**src/rtl/pll_lock_reset_seq.sv**
```systemverilog
// pll_lock_reset_seq: qualifies the PLL lock flag and releases the baseband stage resets
// in a fixed staggered order. Any loss of lock after qualification re-asserts every stage
// reset and is counted in a saturating counter.
// Optional feature macro: PLL_LOCK_TIMEOUT_EN. When defined, a PLL reset request is pulsed
// if lock is not seen within LOCK_TIMEOUT cycles of waiting. When undefined, pll_rst_req is 0.
module pll_lock_reset_seq #(
    parameter int unsigned LOCK_STABLE_CYCLES = 1024,
    parameter int unsigned NUM_STAGES         = 4,
    parameter int unsigned STAGE_GAP          = 16,
    parameter int unsigned LOCK_TIMEOUT       = 65536,
    parameter int unsigned PLL_RST_CYCLES     = 32
) (
    input  logic                  clk,
    input  logic                  rst,
    input  logic                  pll_locked,
    output logic [NUM_STAGES-1:0] stage_rst_out,
    output logic                  sys_ready,
    output logic [7:0]            lock_loss_cnt,
    output logic                  pll_rst_req
);

    localparam int unsigned REL_LAST = (NUM_STAGES - 1) * STAGE_GAP;
    localparam int unsigned STABLE_W = $clog2(LOCK_STABLE_CYCLES + 1);
    localparam int unsigned REL_W    = $clog2(REL_LAST + 2);

`ifdef PLL_LOCK_TIMEOUT_EN
    localparam int unsigned WAIT_W = (LOCK_TIMEOUT > 1) ? $clog2(LOCK_TIMEOUT) : 1;
    localparam int unsigned PRST_W = (PLL_RST_CYCLES > 1) ? $clog2(PLL_RST_CYCLES) : 1;

    typedef enum logic [2:0] {
        StWaitLock,
        StStable,
        StRelease,
        StRun,
        StPllRst
    } state_t;

    logic [WAIT_W-1:0] wait_cnt;
    logic [PRST_W-1:0] prst_cnt;
`else
    typedef enum logic [2:0] {
        StWaitLock,
        StStable,
        StRelease,
        StRun
    } state_t;
`endif

    state_t              state;
    logic [1:0]          sync_q;
    logic                locked_s;
    logic [STABLE_W-1:0] stable_cnt;
    logic [REL_W-1:0]    rel_cnt;

    assign locked_s = sync_q[1];

    // Two-flop synchroniser for the asynchronous PLL lock flag.
    always_ff @(posedge clk) begin
        if (rst) begin
            sync_q <= 2'b00;
        end else begin
            sync_q <= {sync_q[0], pll_locked};
        end
    end

    // Sequencing FSM; every output is a register updated here.
    always_ff @(posedge clk) begin
        if (rst) begin
            state         <= StWaitLock;
            stable_cnt    <= '0;
            rel_cnt       <= '0;
            stage_rst_out <= '1;
            sys_ready     <= 1'b0;
            lock_loss_cnt <= 8'd0;
`ifdef PLL_LOCK_TIMEOUT_EN
            wait_cnt      <= '0;
            prst_cnt      <= '0;
            pll_rst_req   <= 1'b0;
`endif
        end else begin
`ifdef PLL_LOCK_TIMEOUT_EN
            // Timeout counter only runs while waiting; it restarts on every entry.
            wait_cnt <= '0;
`endif
            case (state)
                StWaitLock: begin
                    stage_rst_out <= '1;
                    sys_ready     <= 1'b0;
                    if (locked_s) begin
                        state      <= StStable;
                        stable_cnt <= '0;
                    end
`ifdef PLL_LOCK_TIMEOUT_EN
                    else if (wait_cnt == WAIT_W'(LOCK_TIMEOUT - 1)) begin
                        state       <= StPllRst;
                        pll_rst_req <= 1'b1;
                        prst_cnt    <= '0;
                    end else begin
                        wait_cnt <= wait_cnt + 1'b1;
                    end
`endif
                end
                StStable: begin
                    if (!locked_s) begin
                        // Lock dropped before qualification: not counted as a loss.
                        state      <= StWaitLock;
                        stable_cnt <= '0;
                    end else if (stable_cnt == STABLE_W'(LOCK_STABLE_CYCLES - 1)) begin
                        state   <= StRelease;
                        rel_cnt <= '0;
                    end else begin
                        stable_cnt <= stable_cnt + 1'b1;
                    end
                end
                StRelease: begin
                    if (!locked_s) begin
                        state         <= StWaitLock;
                        stage_rst_out <= '1;
                        sys_ready     <= 1'b0;
                        if (lock_loss_cnt != 8'hFF) begin
                            lock_loss_cnt <= lock_loss_cnt + 8'd1;
                        end
                    end else begin
                        // Bits already released stay released as rel_cnt keeps rising.
                        for (int k = 0; k < int'(NUM_STAGES); k++) begin
                            if (rel_cnt >= REL_W'(k * STAGE_GAP)) begin
                                stage_rst_out[k] <= 1'b0;
                            end
                        end
                        if (rel_cnt == REL_W'(REL_LAST)) begin
                            state <= StRun;
                        end else begin
                            rel_cnt <= rel_cnt + 1'b1;
                        end
                    end
                end
                StRun: begin
                    if (!locked_s) begin
                        state         <= StWaitLock;
                        stage_rst_out <= '1;
                        sys_ready     <= 1'b0;
                        if (lock_loss_cnt != 8'hFF) begin
                            lock_loss_cnt <= lock_loss_cnt + 8'd1;
                        end
                    end else begin
                        sys_ready <= 1'b1;
                    end
                end
`ifdef PLL_LOCK_TIMEOUT_EN
                StPllRst: begin
                    // Lock flag is ignored while the PLL is being reset.
                    if (prst_cnt == PRST_W'(PLL_RST_CYCLES - 1)) begin
                        pll_rst_req <= 1'b0;
                        state       <= StWaitLock;
                    end else begin
                        prst_cnt <= prst_cnt + 1'b1;
                    end
                end
`endif
                default: begin
                    state <= StWaitLock;
                end
            endcase
        end
    end

`ifndef PLL_LOCK_TIMEOUT_EN
    assign pll_rst_req = 1'b0;
`endif

endmodule

```
**config.mk**
```make
export PLATFORM = sky130hd
export DESIGN_NAME = pll_lock_reset_seq
export DESIGN_NICKNAME = d
export VERILOG_FILES = /design/src/rtl/pll_lock_reset_seq.sv
export SDC_FILE = /design/constraint.sdc
export NUM_CORES = 1
export LEC_CHECK = 0
export ABC_AREA = 1
export BUFFER_PORTS_ARGS = -buffer_cell sky130_fd_sc_hd__buf_2
export CAP_MARGIN = 5
export CORE_AREA = 2 2 58 60
export CTS_CLUSTER_SIZE = 30
export DETAILED_ROUTE_END_ITERATION = 16
export DIE_AREA = 0 0 60 62
export GPL_TIMING_DRIVEN = 0
export PLACE_DENSITY = 0.79
export RECOVER_POWER = 50
export SYNTH_ARGS = -nofsm -noshare
export SYNTH_HDL_FRONTEND = slang
export SYNTH_SLANG_ARGS = --single-unit
```
**constraint.sdc**
```tcl
create_clock -name clk -period 3.35 [get_ports clk]
set_input_delay 0.5025 -clock clk [delete_from_list [all_inputs] [get_ports clk]]
set_output_delay 0.5025 -clock clk [all_outputs]
set_load 0.05 [all_outputs]
```
---- Word-level counts from Yosys, hierarchy flattened ----
Index checks and enable logic that the tools add are counted.
operators by class
  add/subtract/negate cells ............... 3
  order comparisons ....................... 4
  eq/ne operators ......................... 20
  mux-type cells .......................... 26
  bitwise gates (word level) .............. 1
  reduce and logical (&&, ||, !) cells .... 14
operator list
  operator                                                           count
  two-way mux 11 bit                                                 3
  two-way mux 6 bit                                                  4
  one-hot mux 11 bit (2 select lines)                                1
  inequality test 3 bit, second input constant                       7
  two-way mux 3 bit                                                  6
  AND reduction 3 bit                                                6
  inequality test 2 bit, second input constant                       7
  greater-or-equal comparator 6 bit, second input constant           2
  one-hot mux 3 bit (4 select lines)                                 1
  one-hot mux 4 bit (3 select lines)                                 1
  one-hot mux 6 bit (2 select lines)                                 1
  adder 11 x 1 -> 11 bit, second input constant                      1
  == test 11 x 10 -> 1 bit, second input constant                    1
  adder 8 x 1 -> 8 bit, second input constant                        1
  two-way mux 4 bit                                                  2
  inequality test 8 bit, second input constant                       1
  adder 6 x 1 -> 6 bit, second input constant                        1
  == test 3 x 2 -> 1 bit, second input constant                      2
  == test 6 bit, second input constant                               1
  greater-or-equal comparator 6 x 1 -> 1 bit, second input constant  1
  greater-or-equal comparator 6 x 5 -> 1 bit, second input constant  1
  two-way mux 1 bit                                                  6
  AND reduction 5 bit                                                1
  AND reduction 4 bit                                                1
  other kinds (8)                                                    9
word-level totals
  register bits after elaboration ......... 35
  bits of input ports ..................... 3
  word-level logic and storage cells ...... 78

---- Depth between registers and ports, before layout ----
  depth in word-level cells ............... 4
  mapped depth ............................ 9

---- Least setup slack after synthesis ----
Ideal clock, no wire load.
  kind .................................... register -> register
  start point ............................. register lock_loss_cnt[1]
  end point ............................... register lock_loss_cnt[6]
  setup time .............................. 0.118 ns
  arrival time ............................ 1.638 ns
  required time ........................... 3.232 ns
  slack ................................... 1.594 ns
  stages on the path, launching flop included .. 9
  path buffers ............................ 0
  period minus slack after synthesis ...... 1.756 ns
  cells stage by stage .................... dfxtp_1 ha_1 inv_1 nor3_1 nand2_1 nand2_1 o21ai_0 nand2_1 nor2_1
on the way
  longest elaborated chain between the ends .. 2
  elaborated cells between the ends (all ways) .. 3
  classes of those cells .................. add/sub: 1; eq/ne: 1; reduce/logical: 1
ends and longest elaborated chain
  element                                                       line  RTL
  start: declaration                                            18    output logic [7:0] lock_loss_cnt,
  start signal: assignment                                      121   lock_loss_cnt <= lock_loss_cnt + 8'd1;
  start signal: assignment                                      143   lock_loss_cnt <= lock_loss_cnt + 8'd1;
  branches (longest 2 deep; another with adder 8 x 1 -> 8 bit)  n/a
Parallel ways; which one is timed is not known.
A chain may end at the register's enable or synchronous reset.

---- Final worst setup path ----
  start point ............................. register stable_cnt[0]
  end point ............................... register rel_cnt[3]
on the way
  longest elaborated chain between the ends .. 3
ends and longest elaborated chain
  element                                 line  RTL
  start: declaration                      52    logic [STABLE_W-1:0] stable_cnt;
  start signal: assignment                112   stable_cnt <= stable_cnt + 1'b1;
  == test 11 x 10 -> 1 bit                108   end else if (stable_cnt == STABLE_W'(LOCK_STABLE_CYCLES - 1)) begin
  inequality test 2 bit (no source line)  n/a
  AND reduction 5 bit (no source line)    n/a
  end signal: assignment                  133   rel_cnt <= rel_cnt + 1'b1;
  end: declaration                        53    logic [REL_W-1:0] rel_cnt;
No other way between the ends.

==> flow_summary_export.csv <==
group,metric,value,unit
power,power_leakage,0.813,nW
clock_tree,clk_latency,0.34,ns
layout,area_delta_synth_final,8.77,%
global_routing,grt_pass1_wl,6200,µm
clock_tree,clkSlewWorstSetupHoldPaths,0.10,ns
yosys,synth_common_cells,"nand2_1, nor2_1, dfxtp_1, inv_1, nand3_1",
clock_tree,htree_levels,2,
clock_tree,cts.sinks,34,
power,ir_worst_vdd,0.237,mV
place,placedCellCount,324,
route,vias,1722,
timing,period_minus_slack,2.12,ns
yosys,synth_edf_count,0,
global_routing,grt_max_degree,12,
yosys,syn_area_per_cell,6.81,µm²
global_routing,grt_util_met1,27.6,%
clock_tree,clock_path_buffers,2,
place,place_congestion,0.872,
yosys,synth_top_cell_area_share,37.9,%
global_routing,grt_pass1_vias,1451,
global_routing,grt_usage,22.4,%
yosys,synth_fp_nets,271,
place,portBuffers,14,
yosys,ys_warn_count,0,
yosys,synthArstFlopShare,0,%
yosys,ys_seq_area_share,37.9,%
floorplanning,die-width,60,µm
route,wl_per_cell,11.6,µm
clock_tree,post_cts_resized,0,
global_routing,use_met3,6.00,%
clock_tree,cts_root_buf,"clkbuf_4",
floorplanning,io_pins,17,
yosys,synth_most_common_cell,"nand2_1",
floorplanning,die_h,62,µm
clock_tree,postCtsHoldBufs,0,
timing,slew_violations,0,
layout,nets,292,
layout,n_fill_cell,326,
timing,max_freq,471,MHz
timing,finalSetupTns,0,ns
global_routing,grt_busiest_layer,"met2",
clock_tree,cts_buffers,5,
yosys,synth-main-ff-cell,"dfxtp_1",
floorplanning,rows,21,
layout,diodes,0,
yosys,syn-cell-area,0.00180,mm²
layout,finish.utilization,61.5,%
timing,worstMarginPinSlew,0.608,ns
worst_setup_path,critPathRequiredTime,3.61,ns
power,powerDensity,355,mW/mm²
global_routing,antenna_found_initial,0,
global_routing,met2_usage,37.9,%
worst_setup_path,worstPathMaxFanout,9,
route,first_pass_iters,4,
place,dp_hpwl,2800,µm
timing,fin_skew,0.00928,ns
worst_hold_path,hold_path_class,"input port to flop",
status,status,"finished, final reports clean",
route,drt-vias-per-instance,5.19,
worst_setup_path,start_kind,"flop",
floorplanning,die-area,0.00372,mm²
floorplanning,core_area,0.00318,mm²
yosys,synthDistinctLibCells,30,
route,drc,0,
floorplanning,initial_core_util,56.5,%
timing,setup_viol,0,
worst_setup_path,crit_type,"flop to flop",
timing,max_slew_margin,59.6,%
route,ant_nets,0,
timing,period_share,63.4,%
run,cap_violations,0,
worst_setup_path,end_kind,"flop",
global_routing,grt_overflow_total,0,
layout,stdcell_count,332,
clock_tree,cts_tree,"yes",
yosys,ys_ff_latch,34,
yosys,synth_top_area_cell,"dfxtp_1",
timing,rsz0062_at_grt,"no",
worst_setup_path,arrival,2.39,ns
place,placed_cell_area,0.00192,mm²
layout,drive_above_1_share,6.99,%
clock_tree,cts_setup_buffers,0,
layout,fin_area,0.00195,mm²
route,drtIter0Drc,56,
route,wl,3850,µm
yosys,synthesis.instances,264,
yosys,synth_area_leaders,"dfxtp_1, nand2_1, nor2_1",
timing,finalHoldViolations,0,
==> worst max-delay path, stage by stage (launching register included) <==
cell and delay (ns):
dfxtp_1 0.46, ha_1 0.22, nand3_1 0.10, nor2_1 0.46
nand4_4 0.28, nand2_1 0.30, nand2_1 0.09, a21oi_1 0.15
==> report_power, final <==
part | switching, mW | internal [mW] | total [mW]
registers | 0.00519 | 0.409 | 0.414
clock network | 0.140 | 0.101 | 0.241
logic | 0.0265 | 0.0113 | 0.0379
==> layout by cell type (no fill, tap or decap), drive strengths merged, types with 5 or more instances in the layout <==
cell / instances
dfxtp: 34
a21oi: 17
nor2: 41
nand3: 22
o21ai: 15
inv: 35
nand4: 11
nand2: 62
clkbuf: 22
nor3: 5
==> flip-flops by register name (all words and copies together), names as in the netlist <==
name / count
stable_cnt: 11
lock_loss_cnt: 8
rel_cnt: 6
stage_rst_out: 4
state: 2
sync_q: 2
sys_ready: 1
==> final cells by class <==
| cell class | count | area (µm²) | area share (%) |
|---|---|---|---|
| Tap cell | 46 | 57.6 | 2.94 |
| Clock buffer | 6 | 51.3 | 2.62 |
| Timing Repair Buffer | 14 | 53.8 | 2.75 |
| Buffer | 6 | 35.0 | 1.79 |
| Inverter | 35 | 131 | 6.72 |
| Sequential cell | 34 | 681 | 34.8 |
| Multi-Input combinational cell | 189 | 932 | 47.7 |
| Clock inverter | 2 | 12.5 | 0.640 |
==> layer usage <==
| layer | part of all wire (%) | wire length, µm | vias up |
|---|---|---|---|
| li1 | - | - | 902 |
| met5 | 0 | 0 | - |
| met3 | 3.9 | 149 | 5 |
| met1 | 48 | 1850 | 780 |
| met2 | 47 | 1790 | 35 |
| met4 | 1.5 | 58 | 0 |
==> worst paths after layout <==
| path | startpoint | end | slack (ns) | cells past startpoint |
|---|---|---|---|---|
| worst max-delay path | stable_cnt[0]$_SDFFE_PP0P_ | rel_cnt[3]$_SDFFE_PP0P_ | 1.23 | 7 |
| worst min-delay path | pll_locked | sync_q[0]$_SDFF_PP0_ | 0.37 | 3 |
| worst max register to register | stable_cnt[0]$_SDFFE_PP0P_ | rel_cnt[3]$_SDFFE_PP0P_ | 1.23 | 7 |
| worst min register to register | sync_q[0]$_SDFF_PP0_ | sync_q[1]$_SDFF_PP0_ | 0.41 | 2 |
==> metrics by stage <==
step / hold WS [ns] / total power [mW] / worst slack (ns)
floorplan: 0.388 / 0.452 / 1.59
global placement: 0.393 / 0.461 / 1.65
detailed placement: 0.400 / 0.462 / 1.59
CTS: 0.347 / 0.703 / 1.57
global route: 0.383 / 0.722 / 1.06
finish: 0.372 / 0.693 / 1.23
==> logic make-up after synthesis <==
group / share of synthesized area (%)
other: 0.209
xor gates and xnor gates: 1.46
DFF: 37.9
and+or+nand+nor: 36.8
adders and majority gates: 2.79
AOI/OAI and AO/OA: 11.6
buffers and inverters: 9.26
(Power assumes the default switching activity.)
